[config.mk]
export PLATFORM = sky130hd
export DESIGN_NAME = morse_letter_scheduler
export DESIGN_NICKNAME = d
export VERILOG_FILES = /design/src/rtl/morse_letter_scheduler.sv
export SDC_FILE = /design/constraint.sdc
export NUM_CORES = 1
export LEC_CHECK = 0
export CAP_MARGIN = 20
export CORE_MARGIN = 5
export CORE_UTILIZATION = 48
export CTS_BUF_LIST = sky130_fd_sc_hd__clkbuf_16
export CTS_CLUSTER_DIAMETER = 60
export DETAILED_ROUTE_END_ITERATION = 16
export PLACE_DENSITY = 0.69
export SLEW_MARGIN = 20
export SYNTH_ARGS = -nofsm -noshare
export SYNTH_HDL_FRONTEND = slang
export SYNTH_SLANG_ARGS = --single-unit
[constraint.sdc]
create_clock -name ClockIn -period 2.3 [get_ports ClockIn]
set_clock_uncertainty 0.05 [all_clocks]
set_input_delay 0.345 -clock ClockIn [delete_from_list [all_inputs] [get_ports ClockIn]]
set_output_delay 0.345 -clock ClockIn [all_outputs]
set_load 0.005 [all_outputs]
[src/rtl/morse_letter_scheduler.sv]
// Morse letter scheduler: in-order letter FIFO feeding a START / WAIT_DONE / GAP sequencer.
// Define MORSE_TIMEOUT_EN to enable the TxDone watchdog and the sticky Error flag.
module morse_letter_scheduler #(
   parameter int CLOCK_FREQUENCY = 8,
   parameter int DEPTH           = 4,
   parameter int GAP_TICKS       = 3,
   parameter int TIMEOUT_TICKS   = 30
) (
   input  logic                   ClockIn,
   input  logic                   Reset,
   input  logic                   InValid,
   input  logic [2:0]             InLetter,
   output logic                   InReady,
   output logic                   TxStart,
   output logic [2:0]             TxLetter,
   input  logic                   TxDone,
   output logic                   Busy,
   output logic [$clog2(DEPTH):0] Count,
   output logic                   Error,
   output logic [1:0]             debug_state
);

   localparam int HALF = CLOCK_FREQUENCY / 2;
   localparam int AW   = $clog2(DEPTH);
   localparam int CW   = AW + 1;
   localparam int HW   = (HALF > 1) ? $clog2(HALF) : 1;
   localparam int MAXT = (GAP_TICKS > TIMEOUT_TICKS) ? GAP_TICKS : TIMEOUT_TICKS;
   localparam int TW   = $clog2(MAXT + 2);

   typedef enum logic [1:0] {IDLE, START, WAIT_DONE, GAP} state_t;

   state_t         state;
   state_t         state_nxt;
   logic [2:0]     mem [DEPTH];
   logic [AW-1:0]  wr_ptr;
   logic [AW-1:0]  rd_ptr;
   logic [HW-1:0]  tick_cnt;
   logic [TW-1:0]  tick_num;
   logic           push;
   logic           pop;
   logic           tick_clr;
   logic           tick_last;
   logic           gap_done;
   logic           timeout;
   logic           error_set;

   // Handshake: a letter transfers on every edge where InValid and InReady are both
   // high; InLetter is don't-care otherwise. InReady depends only on registered Count.
   assign InReady     = (Count != CW'(DEPTH));
   assign push        = InValid & InReady;
   assign pop         = (state == START);
   assign TxStart     = (state == START);
   assign Busy        = (state != IDLE) | (Count != '0);
   assign debug_state = state;

   assign tick_last = (tick_cnt == HW'(HALF - 1));
   assign gap_done  = (GAP_TICKS == 0) || (tick_last && (tick_num == TW'(GAP_TICKS - 1)));
`ifdef MORSE_TIMEOUT_EN
   assign timeout   = tick_last && (tick_num == TW'(TIMEOUT_TICKS - 1));
`else
   assign timeout   = 1'b0;
`endif

   always_ff @(posedge ClockIn) begin
      if (push) mem[wr_ptr] <= InLetter;
   end

   always_ff @(posedge ClockIn) begin
      if (Reset) begin
         wr_ptr <= '0;
         rd_ptr <= '0;
         Count  <= '0;
      end else begin
         if (push) wr_ptr <= wr_ptr + AW'(1);
         if (pop)  rd_ptr <= rd_ptr + AW'(1);
         if (push && !pop)      Count <= Count + CW'(1);
         else if (!push && pop) Count <= Count - CW'(1);
      end
   end

   always_ff @(posedge ClockIn) begin
      if (Reset) state <= IDLE;
      else       state <= state_nxt;
   end

   always_comb begin
      state_nxt = state;
      tick_clr  = 1'b0;
      error_set = 1'b0;
      case (state)
         IDLE: begin
            if (Count != '0) state_nxt = START;
         end
         START: begin
            state_nxt = WAIT_DONE;
            tick_clr  = 1'b1;
         end
         WAIT_DONE: begin
            // TxDone takes priority over a watchdog expiry on the same edge
            if (TxDone) begin
               state_nxt = GAP;
               tick_clr  = 1'b1;
            end else if (timeout) begin
               state_nxt = GAP;
               tick_clr  = 1'b1;
               error_set = 1'b1;
            end
         end
         GAP: begin
            if (gap_done) state_nxt = IDLE;
         end
         default: state_nxt = IDLE;
      endcase
   end

   always_ff @(posedge ClockIn) begin
      if (Reset || tick_clr) begin
         tick_cnt <= '0;
         tick_num <= '0;
      end else if (state == WAIT_DONE || state == GAP) begin
         if (tick_last) begin
            tick_cnt <= '0;
            tick_num <= tick_num + TW'(1);
         end else begin
            tick_cnt <= tick_cnt + HW'(1);
         end
      end
   end

   // Head letter is latched on entry to START so it is valid alongside the TxStart pulse.
   always_ff @(posedge ClockIn) begin
      if (Reset)                           TxLetter <= '0;
      else if (state == IDLE && Count != '0) TxLetter <= mem[rd_ptr];
   end

   always_ff @(posedge ClockIn) begin
      if (Reset)          Error <= 1'b0;
      else if (error_set) Error <= 1'b1;
   end

endmodule
==> results_dict.tcl <==
set metrics [dict create \
    setup_violations 0 \
    p_sw_mw 0.697 \
    syn_area_um2 1440 \
    layout-drive-gt1-share_pct 9.40 \
    grt_max_degree 14 \
    timing.rr.start "debug_state[1]" \
    postCtsSetupRepairBufs 0 \
    vias 943 \
    dp_cells 172 \
    power_frac_clock_pct 26.9 \
    async_flop_share_pct 0 \
    crit_type "register to register" \
    htreeDepth 2 \
    status "finished clean" \
    drv_cap 0 \
    min_from "tick_cnt[1]" \
    grt_pass1_vias 982 \
    synthFlopType "dfxtp_1" \
    dieArea_um2 4190 \
    die_h_um 64.7 \
    pwr-share-seq_pct 36.1 \
    rsz0062_at_grt "false" \
    period_minus_slack_ns 2.12 \
    p_int_mw 1.53 \
    wl_per_cell_um 14.4 \
    drt_iter0_drc 37 \
    start_util_pct 51.2 \
    finalHoldViolations 0 \
    p_sw_share_pct 31.3 \
    hold_buffers 0 \
    synth_seq_cells 31 \
    die_w_um 64.7 \
    place_area_um2 1650 \
    final_nets 168 \
    yosysSeqAreaShare_pct 51.5 \
    cts_sinks 31 \
    post-route-period-util_pct 92.2 \
    hpwlAfterDp_mm 1.95 \
    whs_path_depth 2 \
    cts_tree "built" \
    place_congestion 0.825 \
    ys_warn_count 0 \
    hold_end "tick_cnt[1]" \
    synth_area_per_cell_um2 11.6 \
    clockBufferDepth 2 \
    routed_wl_mm 2.59 \
    ios 19 \
    rrSetupSlack_ns 0.18 \
    fin_tns_setup_ns 0 \
    arrival_ns 2.27 \
    root_buffer "clkbuf_16" \
    drcViolationCount 0 \
    clock_latency_ns 0.27 \
    crit_fanout 4 \
    grt_pass1_wl_mm 4.36 \
    start_kind "register" \
    numCtsBuffers 5 \
    required_ns 2.45 \
    area_growth_pct 24.5 \
    reg2reg_to "Count[2]" \
    reg2reg_depth 9 \
    gr-total-overflow 0 \
    comb_power_share_pct 37.1 \
    path_clk_slew_ns 0.05 \
    fmax_mhz 471 \
    drv_slew 0 \
    dr.pass1.iters 2 \
    finalInstanceArea_um2 1790 \
    syn-num-nets 144 \
    portBuffers 17 \
    ant_nets 0 \
    antenna_found_initial 0 \
    cts_resized 0 \
    vias_per_cell 5.24 \
    crit_path_end_kind "register" \
    power_leakage_nw 0.712 \
    power.density_nw_per_um2 1240 \
    final_cells 180 \
    postSynthCellCount 124 \
    grt.total_usage_pct 14.1 \
    synth_cell_type_count 30 \
    place_ws_ns -0.0210 \
    n_antenna_cell 0 \
    synth_edf_count 12 \
    num_rows 19 \
    setup_slack_ns 0.179 \
    ir_drop_mv 0.893 \
    hp-class "register to register" \
    design.core.area_um2 2810 \
]
-- critical path, stage by stage, from the launching register on --
cell,delay (ns)
dfxtp_1,0.36
inv_1,0.09
ha_1,0.24
inv_1,0.10
ha_1,0.18
inv_1,0.06
fa_1,0.37
xor2_1,0.18
or3_1,0.30
a21oi_1,0.13
-- registers in the layout, summed over array words and instances, names as in the netlist --
register / flops
Count: 3
mem: 12
wr_ptr: 2
debug_state: 2
tick_cnt: 2
rd_ptr: 2
tick_num: 5
TxLetter: 3
-- cells in the final DEF, fill, tap and decap left out --
cell | Yosys | routed
fa_1 | 1 | 1
and2_1 | 4 | 4
inv_1 | 7 | 8
or3_1 | 1 | 1
edfxtp_1 | 12 | 12
a21oi_1 | 4 | 4
mux2i_1 | 5 | 5
a21o_1 | 1 | 1
conb_1 | 1 | 1
a221oi_1 | 1 | 1
clkbuf_16 | 0 | 5
o41ai_4 | 1 | 1
xnor2_1 | 3 | 3
clkdlybuf4s50_1 | 0 | 17
o21a_1 | 1 | 1
o21ai_0 | 2 | 2
nand4_1 | 3 | 3
dfxtp_1 | 19 | 19
a211oi_1 | 1 | 1
nand3_1 | 1 | 1
nand2b_1 | 2 | 2
nor3_1 | 2 | 2
clkinv_1 | 0 | 2
a21boi_2 | 1 | 1
ha_1 | 12 | 12
xor2_1 | 6 | 6
mux4_2 | 3 | 3
a31o_2 | 1 | 1
nand2_1 | 8 | 8
nor2_1 | 18 | 18
buf_4 | 1 | 3
-- synth_stat cells, drive strengths merged, types with 2 or more instances --
master,n,area (µm²)
inv,7,26.3
nor2,18,67.6
xnor2,3,26.3
and2,4,25.0
dfxtp,19,380
nor3,2,10.0
a21oi,4,20.0
nand2,8,30.0
edfxtp,12,360
mux4,3,67.6
mux2i,5,50.1
o21ai,2,10.0
ha,12,150
nand2b,2,12.5
nand4,3,18.8
xor2,6,52.6
buf,2,12.5
-- how the worst max path moves through the flow --
stage               slack, ns           start  endpoint
floorplan                0.19        Count[0]  Count[2]
global placement         0.06         InValid  Count[2]
detailed placement      -0.02         InValid  Count[2]
CTS                      0.16  debug_state[1]  Count[2]
global route             0.03  debug_state[1]  Count[2]
finish                   0.18  debug_state[1]  Count[2]
-- power by group through the flow --
stage                     logic, mW  registers (mW)  clock network [mW]
after floorplan               0.521           0.782                   0
after global placement        0.800           0.804                   0
after detailed placement      0.829           0.814                   0
after CTS                     0.839           0.806               0.612
after global routing          0.921           0.825               0.638
final                         0.825           0.803               0.599
-- through the flow --
| step | power, mW | hold slack [ns] | utilization [%] |
|---|---|---|---|
| after floorplan | 1.30 | 0.364 | - |
| after global routing | 2.38 | 0.426 | 63.8 |
| final | 2.23 | 0.409 | 63.8 |
| after global placement | 1.60 | 0.392 | 58.9 |
| after detailed placement | 1.64 | 0.405 | 58.9 |
| after CTS | 2.26 | 0.412 | 63.8 |
-- final cells by class --
type	count	area [µm²]
fillers	233	1020
flip-flops and latches	31	741
multi-input cells	83	654
repair buffers	20	193
clock buffers	5	125
well taps	31	38.8
inverters	7	26.3
clock inverters	3	11.3
-- kinds of logic (layout without fill, tap and decap cells) --
kind of cell	count (synthesis)	after routing	share of synthesized area, %
adder cells (fa/ha/maj)	13	13	11.8
other	1	1	0.261
flip-flops	31	31	51.5
multiplexers	8	8	8.18
buffers and inverters	10	35	2.96
AO/OA/AOI/OAI	13	13	7.57
AND/OR/NAND/NOR	39	39	12.2
XOR/XNOR	9	9	5.48
-- metal layers --
metal	up-vias	part of all wire (%)	track usage (%)
met5	-	0	0
met4	0	1.6	6.33
met3	4	4.3	5.35
met2	17	51	24.9
met1	451	43	14.9
li1	471	-	-
No activity file was read; power rests on OpenSTA's default activity.
